--- config.mk ---
export PLATFORM = sky130hd
export DESIGN_NAME = sequence_generator_serial
export DESIGN_NICKNAME = d
export VERILOG_FILES = /design/src/rtl/sequence_generator_serial.sv
export SDC_FILE = /design/constraint.sdc
export NUM_CORES = 1
export LEC_CHECK = 0
export ABC_CLOCK_PERIOD_IN_PS = 4300
export CORE_ASPECT_RATIO = 0.7
export CORE_UTILIZATION = 50
export DETAILED_ROUTE_END_ITERATION = 12
export GPL_ROUTABILITY_DRIVEN = 0
export PLACE_DENSITY_LB_ADDON = 0.08
export SYNTH_ARGS = -nofsm -noshare
export SYNTH_HDL_FRONTEND = slang
export SYNTH_SLANG_ARGS = --single-unit
export TNS_END_PERCENT = 10
--- constraint.sdc ---
create_clock -name clk -period 4.3 [get_ports clk]
set_input_delay 0.86 -clock clk [delete_from_list [all_inputs] [get_ports clk]]
set_output_delay 0.86 -clock clk [all_outputs]
set_load 0.1 [all_outputs]
--- src/rtl/sequence_generator_serial.sv ---
// Serial pattern transmitter.
// Sends a fixed PAT_W-bit pattern MSB-first, one bit per clock, repeated
// rep_cnt times with IDLE_GAP idle cycles between repetitions. Every output
// is a flop fed from the next-state logic, so there is no combinational
// path from any input to any output.
module sequence_generator_serial #(
    parameter int                PAT_W    = 4,
    parameter logic [PAT_W-1:0]  PATTERN  = 4'b1011,
    parameter int                CNT_W    = 8,
    parameter int                IDLE_GAP = 0
) (
    input  logic             clk,
    input  logic             rst,
    input  logic             start,
    input  logic [CNT_W-1:0] rep_cnt,
    input  logic             abort,
    output logic             out,
    output logic             out_valid,
    output logic             last,
    output logic             busy,
    output logic             done
);

    localparam int IDX_W = (PAT_W > 1) ? $clog2(PAT_W) : 1;

    localparam logic [IDX_W-1:0] TOP_IDX  = IDX_W'(PAT_W - 1);
    localparam logic [IDX_W-1:0] IDX_ONE  = IDX_W'(1);
    localparam logic [CNT_W-1:0] REP_ONE  = CNT_W'(1);
    localparam logic [3:0]       GAP_LOAD = 4'(IDLE_GAP - 1);
    localparam bit               HAS_GAP  = (IDLE_GAP > 0);

    typedef enum logic [1:0] {
        IDLE  = 2'd0,
        SHIFT = 2'd1,
        GAP   = 2'd2,
        DONE  = 2'd3
    } state_t;

    state_t             state, state_n;
    // bit_idx is the pattern position currently being driven on out.
    logic [IDX_W-1:0]   bit_idx, bit_idx_n;
    // reps_left includes the repetition currently on the wire.
    logic [CNT_W-1:0]   reps_left, reps_left_n;
    // gap_cnt counts remaining idle cycles after the current one.
    logic [3:0]         gap_cnt, gap_cnt_n;
    logic               out_n, out_valid_n, last_n, busy_n, done_n;

    // Pattern bit at a given position; isolated so the shift index math
    // stays readable.
    function automatic logic pat_bit(input logic [IDX_W-1:0] idx);
        return PATTERN[idx];
    endfunction

    // Next-state and next-output logic; outputs describe the state being
    // entered so they appear registered on the following cycle.
    always_comb begin
        state_n     = state;
        bit_idx_n   = bit_idx;
        reps_left_n = reps_left;
        gap_cnt_n   = gap_cnt;
        out_n       = 1'b0;
        out_valid_n = 1'b0;
        last_n      = 1'b0;

        unique case (state)
            IDLE: begin
                if (start && !abort) begin
                    reps_left_n = rep_cnt;
                    if (rep_cnt != '0) begin
                        state_n     = SHIFT;
                        bit_idx_n   = TOP_IDX;
                        out_n       = pat_bit(TOP_IDX);
                        out_valid_n = 1'b1;
                    end else begin
                        state_n = DONE;
                    end
                end
            end

            SHIFT: begin
                if (abort) begin
                    state_n     = IDLE;
                    bit_idx_n   = '0;
                    reps_left_n = '0;
                    gap_cnt_n   = '0;
                end else if (bit_idx == '0) begin
                    // End of one repetition: finish, idle gap, or reload.
                    if (reps_left == REP_ONE) begin
                        state_n = DONE;
                    end else begin
                        reps_left_n = reps_left - REP_ONE;
                        if (HAS_GAP) begin
                            state_n   = GAP;
                            gap_cnt_n = GAP_LOAD;
                        end else begin
                            bit_idx_n   = TOP_IDX;
                            out_n       = pat_bit(TOP_IDX);
                            out_valid_n = 1'b1;
                        end
                    end
                end else begin
                    bit_idx_n   = bit_idx - IDX_ONE;
                    out_n       = pat_bit(bit_idx - IDX_ONE);
                    out_valid_n = 1'b1;
                    // Flag the final bit as it is loaded into the out flop.
                    last_n      = (bit_idx == IDX_ONE) && (reps_left == REP_ONE);
                end
            end

            GAP: begin
                if (abort) begin
                    state_n     = IDLE;
                    bit_idx_n   = '0;
                    reps_left_n = '0;
                    gap_cnt_n   = '0;
                end else if (gap_cnt == '0) begin
                    state_n     = SHIFT;
                    bit_idx_n   = TOP_IDX;
                    out_n       = pat_bit(TOP_IDX);
                    out_valid_n = 1'b1;
                end else begin
                    gap_cnt_n = gap_cnt - 4'd1;
                end
            end

            DONE: begin
                // abort and start are both ignored here; done always completes.
                state_n     = IDLE;
                bit_idx_n   = '0;
                reps_left_n = '0;
                gap_cnt_n   = '0;
            end

            default: begin
                state_n = IDLE;
            end
        endcase

        busy_n = (state_n != IDLE);
        done_n = (state_n == DONE);
    end

    // State, counters and output flops; reset returns everything to idle.
    always_ff @(posedge clk) begin
        if (rst) begin
            state     <= IDLE;
            bit_idx   <= '0;
            reps_left <= '0;
            gap_cnt   <= '0;
            out       <= 1'b0;
            out_valid <= 1'b0;
            last      <= 1'b0;
            busy      <= 1'b0;
            done      <= 1'b0;
        end else begin
            state     <= state_n;
            bit_idx   <= bit_idx_n;
            reps_left <= reps_left_n;
            gap_cnt   <= gap_cnt_n;
            out       <= out_n;
            out_valid <= out_valid_n;
            last      <= last_n;
            busy      <= busy_n;
            done      <= done_n;
        end
    end

endmodule

==> flow_summary.json <==
{
  "status": "completed",
  "synthFlopType": "dfxtp_1",
  "finalCritPeriodShare_pct": 59.87,
  "critPathBufInv": 1,
  "cts_tree": "yes",
  "firstDrtPassIters": 4,
  "drt_wl_total_um": 3123,
  "root_buffer": "clkbuf_8",
  "fin_crit_ns": 2.575,
  "yosys_warnings": 0,
  "n_antenna_cell": 0,
  "p_leak_nw": 0.5802,
  "hold_viol": 0,
  "area_growth_pct": 12.08,
  "die_height_um": 46.08,
  "skew_ns": 0.001274,
  "drv_cap": 0,
  "critPathTopFamily": "buffers and inverters",
  "dr_total_vias": 1234,
  "seq_power_share_pct": 47.9,
  "cts_resized": 0,
  "synth.avg_cell_area_um2": 8.782,
  "avgRoutedWirePerCell_um": 15.31,
  "worstSetupPathType": "flip-flop to primary output",
  "syn_inst": 158,
  "p_int_mw": 0.3153,
  "pre_cts_slack_ns": 1.553,
  "grt_first_pass_wirelength_um": 5037,
  "via_per_inst": 6.049,
  "peakVddDrop_mv": 0.1941,
  "rows": 15,
  "core_um2": 2552,
  "dpl-instance-area_um2": 1510,
  "synth.top_cell.area_share_pct": 30.30,
  "fp.dieW_um": 64.97,
  "ys_ff_latch": 21,
  "synth-async-reset-ratio_pct": 0,
  "cp.required_ns": 3.44,
  "synth.area.top_cells": "dfxtp_1 30%, ha_1 6.3%, a21oi_1 4.3%",
  "ys_seq_area_share_pct": 30.30,
  "syn-num-nets": 177,
  "swShare_pct": 30.98,
  "io_buffers": 16,
  "worstSetupStartpointType": "flip-flop",
  "cts_sinks": 21,
  "path_max_fanout": 1,
  "post_cts_buffers": 0,
  "power.total_mw": 0.4568,
  "clk_pin_slew_ns": 0.08,
  "fin_ws_ns": 1.725,
  "hold_buffers": 0,
  "fmax_mhz": 388.4,
  "drt_iter0_markers": 59,
  "pin_count": 17,
  "grt.total_usage_pct": 22.63,
  "relSlewSlack_pct": 34.75,
  "pwr-share-clk_pct": 28.9,
  "max_stage_delay_ns": 1.13,
  "cts_max_level": 1,
  "synth-edff-count": 0,
  "final_nets": 190,
  "worstSetupEndpointType": "primary output",
  "drive_gt1_share_pct": 10.00,
  "cts-buffers-inserted": 3,
  "drc": 0,
  "syn_area_um2": 1388,
  "drv_slew": 0,
  "fin_area_um2": 1555,
  "antenna_found_initial": 0,
  "clk_path_buf_depth": 2,
  "grt_pass1_vias": 1055,
  "setup-violations-final": 0,
  "crit_arrival_ns": 1.71,
  "initial_core_util_pct": 54.36,
  "detail-route-antenna-nets": 0,
  "powerDensity_nw_per_um2": 293.7,
  "combPwrFrac_pct": 23.2,
  "grt_max_degree": 17,
  "tightest_slew_ns": 0.9757,
  "die_area_um2": 2993,
  "hpwl_um": 2359,
  "path_cells": "clkdlybuf4s50_1",
  "clkLatencyLatePin_ns": 0.26,
  "p_switching_mw": 0.1415,
  "min_path_type": "flip-flop to flip-flop",
  "synth_top_area_cell": "dfxtp_1",
  "synth.distinct_cells": 51,
  "fin_tns_setup_ns": 0,
  "rsz0062_at_grt": "no",
  "cpMaxStageDelayCell": "clkdlybuf4s50_1",
  "grt-ovfl-total": 0
}
-- area by class of cell --
cell class              instances  area [um2]
well taps                      34       42.54
inverters                      10       37.54
repair buffers                 16       160.2
flip-flops and latches         21       420.4
clock buffers                   4       45.04
multi-input cells             119       849.6
fillers                       236       997.2
-- path summary, 6_finish.rpt --
check                           startpoint            to  slack (ns)  depth (start not counted)
worst min register to register  bit_idx[1]    bit_idx[1]        0.49                          2
worst max-delay path                   out           out        1.73                          1
worst max register to register  bit_idx[0]  reps_left[1]        2.40                          6
worst min-delay path            bit_idx[1]    bit_idx[1]        0.49                          2
-- power by group through the flow --
stage | Sequential [mW] | Combinational (mW) | Clock (mW)
2_1_floorplan | 0.231 | 0.0693 | 0
3_3_place_gp | 0.223 | 0.103 | 0
3_5_place_dp | 0.223 | 0.105 | 0
4_1_cts | 0.218 | 0.105 | 0.135
5_1_grt | 0.220 | 0.116 | 0.141
6_report | 0.219 | 0.106 | 0.132
-- state kept, by name, indices dropped and copies added (netlist names) --
signal,count
reps_left,8
gap_cnt,4
bit_idx,2
state,2
busy,1
done,1
last,1
out,1
out_valid,1
-- synth_stat cells (2+ instances only) --
library cell / count
inv_1: 10
o21a_1: 4
buf_6: 4
a21o_2: 2
a2111oi_1: 3
buf_2: 2
nor3_1: 3
o21ai_0: 7
or3_1: 2
nand3_1: 4
a21oi_1: 12
o311ai_1: 2
a211oi_1: 4
and4_1: 2
or4_1: 4
nor2_1: 15
ha_1: 7
nor3b_1: 3
or2_2: 2
dfxtp_1: 21
nand2_1: 10
o31ai_1: 4
mux2i_1: 3
-- per-layer routing --
metal,vias up,global-route usage [%],part of all wire (%)
li1,615,-,-
met1,577,32.39,52
met2,40,33.13,42
met3,2,5.446,5.9
met4,0,7.556,0.42
met5,-,0,0
-- cell families after synthesis --
family,Yosys count,share of synthesized area (%)
muxes,3,2.164
DFF,21,30.30
AOI/OAI and AO/OA,52,26.87
buffers and inverters,18,8.476
xor gates and xnor gates,1,0.6313
adders and majority gates,7,6.312
and+or+nand+nor,56,25.25
-- placed cells by master, fill, tap and decap left out, types with 7 or more instances in the layout --
master,Yosys,layout
ha_1,7,7
nor2_1,15,15
a21oi_1,12,12
inv_1,10,10
o21ai_0,7,7
clkdlybuf4s50_1,0,16
dfxtp_1,21,21
nand2_1,10,10
-- metrics by stage --
step           hold slack (ns)  utilization [%]  cells
2_1_floorplan           0.4515                -    158
3_3_place_gp            0.4686            59.17    200
3_5_place_dp            0.4891            59.17    200
4_1_cts                 0.5011            60.93    204
5_1_grt                 0.5284            60.93    204
6_report                0.4930            60.93    204
-- worst reg2reg max path, cell delays in order, from the launching register on --
cell	delay [ns]
dfxtp_1	0.40
inv_1	0.07
ha_1	0.27
or4b_4	0.51
o211ai_2	0.19
a2111oi_1	0.13
a211oi_1	0.25
Note: power is estimated with default switching activity, not from simulation.
